### config.mk
export PLATFORM = sky130hd
export DESIGN_NAME = s9234_bist_ctrl_flat
export DESIGN_NICKNAME = d
export VERILOG_FILES = /design/src/rtl/s9234_bist_pkg.sv /design/src/rtl/s9234_bist_ctrl_if.sv /design/src/rtl/bist_misr.sv /design/src/rtl/s9234_bist_ctrl.sv /design/src/flat_wrapper.sv
export SDC_FILE = /design/constraint.sdc
export NUM_CORES = 1
export LEC_CHECK = 0
export ABC_AREA = 1
export ABC_CLOCK_PERIOD_IN_PS = 2600
export BUFFER_PORTS_ARGS = -buffer_cell sky130_fd_sc_hd__buf_4
export CAP_MARGIN = 25
export CORE_UTILIZATION = 35
export DETAILED_ROUTE_END_ITERATION = 12
export GPL_ROUTABILITY_DRIVEN = 0
export MAX_ROUTING_LAYER = met4
export PLACE_DENSITY = 0.63
export SLEW_MARGIN = 20
export SYNTH_ARGS = -nofsm -noshare
export SYNTH_HDL_FRONTEND = slang
export SYNTH_SLANG_ARGS = --single-unit
### constraint.sdc
create_clock -name CK -period 2.6 [get_ports CK]
set_input_delay 0.52 -clock CK [delete_from_list [all_inputs] [get_ports CK]]
set_output_delay 0.52 -clock CK [all_outputs]
set_load 0.02 [all_outputs]
### src/rtl/s9234_bist_pkg.sv
// Shared widths, feedback taps, FSM states and step functions
// for the s9234 BIST sequencer.
package s9234_bist_pkg;

    localparam int PI_W  = 36;
    localparam int PO_W  = 39;
    localparam int CNT_W = 16;

    localparam int LFSR_TAP_A = 36;
    localparam int LFSR_TAP_B = 25;
    localparam int MISR_TAP_A = 39;
    localparam int MISR_TAP_B = 35;

    typedef logic [PI_W-1:0]  pi_t;
    typedef logic [PO_W-1:0]  po_t;
    typedef logic [CNT_W-1:0] cnt_t;

    typedef enum logic [2:0] {
        ST_IDLE,
        ST_LOAD,
        ST_RUN,
        ST_FLUSH,
        ST_DONE
    } state_e;

    function automatic pi_t lfsr_step(input pi_t s);
        return {s[PI_W-2:0], s[LFSR_TAP_A-1] ^ s[LFSR_TAP_B-1]};
    endfunction

    function automatic po_t misr_step(input po_t s, input po_t d);
        return {s[PO_W-2:0], s[MISR_TAP_A-1] ^ s[MISR_TAP_B-1]} ^ d;
    endfunction

endpackage

### src/rtl/s9234_bist_ctrl_if.sv
// Control, configuration and CUT-facing signals of the BIST sequencer.
interface s9234_bist_ctrl_if;
    import s9234_bist_pkg::*;

    logic start;
    logic abort;
    cnt_t pat_count;
    pi_t  seed;
    po_t  golden;
    po_t  cut_po;
    pi_t  cut_pi;
    logic busy;
    logic done;
    po_t  signature;
    logic pass;

    modport master (
        output start, abort, pat_count, seed, golden, cut_po,
        input  cut_pi, busy, done, signature, pass
    );

    modport slave (
        input  start, abort, pat_count, seed, golden, cut_po,
        output cut_pi, busy, done, signature, pass
    );

endinterface

### src/rtl/bist_misr.sv
// Parallel-input multiple-input signature register with
// synchronous clear (dominant) and step enable.
module bist_misr
    import s9234_bist_pkg::*;
(
    input  logic clk_i,
    input  logic rst_ni,
    input  logic clr_i,
    input  logic en_i,
    input  po_t  data_i,
    output po_t  sig_o
);

    po_t misr_q;
    po_t misr_d;

    always_comb begin
        misr_d = misr_q;
        if (clr_i) begin
            misr_d = '0;
        end else if (en_i) begin
            misr_d = misr_step(misr_q, data_i);
        end
    end

    always_ff @(posedge clk_i or negedge rst_ni) begin
        if (!rst_ni) begin
            misr_q <= '0;
        end else begin
            misr_q <= misr_d;
        end
    end

    assign sig_o = misr_q;

endmodule

### src/rtl/s9234_bist_ctrl.sv
// BIST sequencer for s9234: LFSR patterns out, MISR compaction in,
// load/run/flush/done control with golden-signature compare.
module s9234_bist_ctrl
    import s9234_bist_pkg::*;
(
    input  logic             CK,
    input  logic             RST_N,
    s9234_bist_ctrl_if.slave bus
);

    state_e state_q;
    pi_t    lfsr_q;
    cnt_t   cnt_q;
    cnt_t   pc_q;
    logic   busy_q;
    logic   done_q;

    logic go;
    logic last;
    logic misr_clr;
    logic misr_en;
    po_t  sig;
    pi_t  seed_fix;

    always_comb begin
        go       = bus.start && (bus.pat_count != '0);
        last     = (cnt_q == pc_q - cnt_t'(1));
        seed_fix = (bus.seed == '0) ? pi_t'(1) : bus.seed;
        misr_clr = !bus.abort && (state_q == ST_LOAD);
        // First RUN cycle has no response yet; FLUSH takes the last one
        misr_en  = !bus.abort &&
                   (((state_q == ST_RUN) && (cnt_q != '0)) ||
                    (state_q == ST_FLUSH));
    end

    bist_misr u_misr (
        .clk_i  (CK),
        .rst_ni (RST_N),
        .clr_i  (misr_clr),
        .en_i   (misr_en),
        .data_i (bus.cut_po),
        .sig_o  (sig)
    );

    always_ff @(posedge CK or negedge RST_N) begin
        if (!RST_N) begin
            state_q <= ST_IDLE;
            lfsr_q  <= '0;
            cnt_q   <= '0;
            pc_q    <= '0;
            busy_q  <= 1'b0;
            done_q  <= 1'b0;
        end else if (bus.abort) begin
            state_q <= ST_IDLE;
            busy_q  <= 1'b0;
            done_q  <= 1'b0;
        end else begin
            unique case (state_q)
                ST_IDLE, ST_DONE: begin
                    if (go) begin
                        state_q <= ST_LOAD;
                        pc_q    <= bus.pat_count;
                        lfsr_q  <= seed_fix;
                        busy_q  <= 1'b1;
                        done_q  <= 1'b0;
                    end
                end
                ST_LOAD: begin
                    cnt_q   <= '0;
                    state_q <= ST_RUN;
                end
                ST_RUN: begin
                    lfsr_q <= lfsr_step(lfsr_q);
                    cnt_q  <= cnt_q + cnt_t'(1);
                    if (last) begin
                        state_q <= ST_FLUSH;
                    end
                end
                ST_FLUSH: begin
                    state_q <= ST_DONE;
                    busy_q  <= 1'b0;
                    done_q  <= 1'b1;
                end
                default: begin
                    state_q <= ST_IDLE;
                    busy_q  <= 1'b0;
                    done_q  <= 1'b0;
                end
            endcase
        end
    end

    assign bus.cut_pi    = (state_q == ST_RUN) ? lfsr_q : '0;
    assign bus.busy      = busy_q;
    assign bus.done      = done_q;
    assign bus.signature = sig;
    assign bus.pass      = done_q && (sig == bus.golden);

endmodule
### src/flat_wrapper.sv
// flat-port wrapper written by rule: the top's interface ports become plain ports
module s9234_bist_ctrl_flat import s9234_bist_pkg::*;
  (CK, RST_N, bus_start, bus_abort, bus_pat_count, bus_seed, bus_golden, bus_cut_po, bus_cut_pi, bus_busy, bus_done, bus_signature, bus_pass);
  s9234_bist_ctrl_if bus_i ();
  input  logic CK;
  input  logic RST_N;
  input wire logic [$bits(bus_i.start)-1:0] bus_start;
  input wire logic [$bits(bus_i.abort)-1:0] bus_abort;
  input wire logic [$bits(bus_i.pat_count)-1:0] bus_pat_count;
  input wire logic [$bits(bus_i.seed)-1:0] bus_seed;
  input wire logic [$bits(bus_i.golden)-1:0] bus_golden;
  input wire logic [$bits(bus_i.cut_po)-1:0] bus_cut_po;
  output wire logic [$bits(bus_i.cut_pi)-1:0] bus_cut_pi;
  output wire logic [$bits(bus_i.busy)-1:0] bus_busy;
  output wire logic [$bits(bus_i.done)-1:0] bus_done;
  output wire logic [$bits(bus_i.signature)-1:0] bus_signature;
  output wire logic [$bits(bus_i.pass)-1:0] bus_pass;
  assign bus_i.start = bus_start;
  assign bus_i.abort = bus_abort;
  assign bus_i.pat_count = bus_pat_count;
  assign bus_i.seed = bus_seed;
  assign bus_i.golden = bus_golden;
  assign bus_i.cut_po = bus_cut_po;
  assign bus_cut_pi = bus_i.cut_pi;
  assign bus_busy = bus_i.busy;
  assign bus_done = bus_i.done;
  assign bus_signature = bus_i.signature;
  assign bus_pass = bus_i.pass;
  s9234_bist_ctrl u_core (.CK(CK), .RST_N(RST_N), .bus(bus_i));
endmodule
==> metrics.csv <==
metric,value,unit
status,"finished, violations left",
fin_area,8840,um2
route.detailed.drc,1,
hold_viol,0,
drive_gt1_share,23.6,%
ys_ff_latch,112,
setup_viol,0,
netlist_instances,884,
wl_per_cell,14.4,um
synthToLayoutAreaGrowth,32.7,%
io_buffers,211,
io_pins,212,
die_x,140,um
via_per_inst,4.80,
clock_path_buffers,2,
cap_violations,0,
initial_utilization,35.6,%
core,18700,um2
clkTransAtPathRegs,0.08,ns
h-tree-depth,3,
fin_crit,2.44,ns
async_reset_ff_share,100,%
grt_pass1_vias,6094,
grt.met2_usage,34.1,%
tritoncts,done,
arrival,1.92,ns
nets,1223,
synth_edf_count,0,
antenna_cells,0,
busiest_layer,met2,
ant_nets,0,
failed_checks,design-rule violations,
fin_skew,0.0131,ns
r2r_slack,0.39,ns
netlist_area,6660,um2
dr.pass1.iters,9,
cp-end-kind,output pin,
hold_path_class,in2async,
num_rows,50,
cts_hold_buf,0,
grt_overflow,0,
postPlaceCellArea,8500,um2
ctsResizeCount,0,
dp_hpwl,14.8,mm
slew_headroom,58.6,%
period_share,93.7,%
die_h,140,um
synth_top_flop_cell,dfrtp_1,
fmax,411,MHz
dr_total_vias,6363,
drv_slew,0,
root_buffer,clkbuf_16,
grt_max_degree,77,
clk_latency,0.36,ns
rsz0062_at_grt,no,
pwr_density_cell,1080,nW/um2
critPathRequiredTime,2.08,ns
synth_area_leaders,"dfrtp_1, nand2_1, nor2_1",
leakagePower,4.66,nW
syn_avg_cell_area,7.54,um2
crit_fanout,4,
worst_pin_slew,0.621,ns
yosysTopAreaCell,dfrtp_1,
finalSetupTns,0,ns
grt_usage,20.2,%
grt_pass1_wl,30.5,mm
synth_top_area_share,42.1,%
synth.distinct_cells,41,
reg2regPathDepth,15,
ir_drop,0.547,mV
finalPower,9.55,mW
ys.warnings.count,0,
met3_usage,3.18,%
cts_setup_buffers,0,
use_met1,25.2,%
layout_common_cells,"buf_4, nand2_1, nor2_1",
final_common_cell,buf_4,
die-area,19600,um2
syn_nets,1021,
first_iter_violations,367,
wirelength,19.1,mm
ys_seq_area_share,42.1,%
critical_path_class,reg2out,
startpoint_type,flop,
cts_buffers,9,
antenna_found_initial,0,
cts.sinks,112,
==> cell type report <==
class / count / area [um2]
well taps: 234 / 293
clock inverters: 6 / 97.6
flip-flops and latches: 112 / 2800
repair buffers: 223 / 1710
multi-input cells: 628 / 3270
clock buffers: 10 / 239
inverters: 112 / 420
fillers: 1946 / 9870
==> stage by stage <==
step / utilization (%) / instances / hold slack (ns) / setup WS, ns
global placement: 45.5 / 1309 / 0.457 / 0.306
floorplan: - / 884 / 0.224 / 0.673
CTS: 47.3 / 1325 / 0.199 / 0.173
finish: 47.3 / 1325 / 0.174 / 0.165
global route: 47.3 / 1325 / 0.224 / 0.0559
detailed placement: 45.5 / 1309 / 0.467 / 0.284
==> power breakdown <==
group / internal (mW) / switching [mW]
Combinational: 1.91 / 2.96
Clock: 0.888 / 0.685
Sequential: 2.49 / 0.621
==> sequential cells by signal, summed over array words and instances (netlist names) <==
name and count:
u_core.pc_q 16, u_core.lfsr_q 36, u_core.cnt_q 16, u_core.u_misr.sig_o 39, u_core.bus.busy 1, u_core.bus.done 1, u_core.state_q 3
==> metal layers <==
layer / share of wire (%) / wire (um) / vias to the layer above
met3: 3.3 / 621 / 14
met4: 1.3 / 257 / 0
li1: - / - / 3269
met5: 0 / 0 / -
met1: 45 / 8640 / 2947
met2: 50 / 9530 / 133
==> worst max-delay path, stage by stage, from the launching register on <==
cell and delay, ns:
dfrtp_1 0.43, xor2_1 0.20, nor4_1 0.45, nand4_1 0.19, nor2_1 0.13, buf_4 0.15
==> synth_stat cells (all sizes together), types with 6 or more instances <==
master / count
o21ai: 68
o22ai: 7
nand3b: 6
xnor2: 13
a21oi: 12
clkbuf: 18
nand2: 193
nor4: 13
nand4: 11
nand3: 68
nor2: 130
buf: 14
xor2: 50
inv: 112
dfrtp: 112
a22oi: 30
a211oi: 7
==> cells by family after synthesis <==
kind of cell	synth area share (%)
buffers and inverters	8.81
DFF	42.1
adders and majority gates	0.564
and+or+nand+nor	27.6
xor gates and xnor gates	8.28
AOI/OAI and AO/OA	12.7
==> path summary, 6_finish.rpt <==
kind / start / to
min reg2reg: u_core.bus.busy / u_core.bus.busy
min in group CK: bus_pat_count[9] / u_core.pc_q[9]
max reg2reg: u_core.pc_q[0] / u_core.state_q[2]
max: u_core.u_misr.sig_o[33] / bus_pass
min: RST_N / u_core.pc_q[11]
max in group asynchronous: RST_N / u_core.lfsr_q[2]
Power figures use the tool's default switching activity.
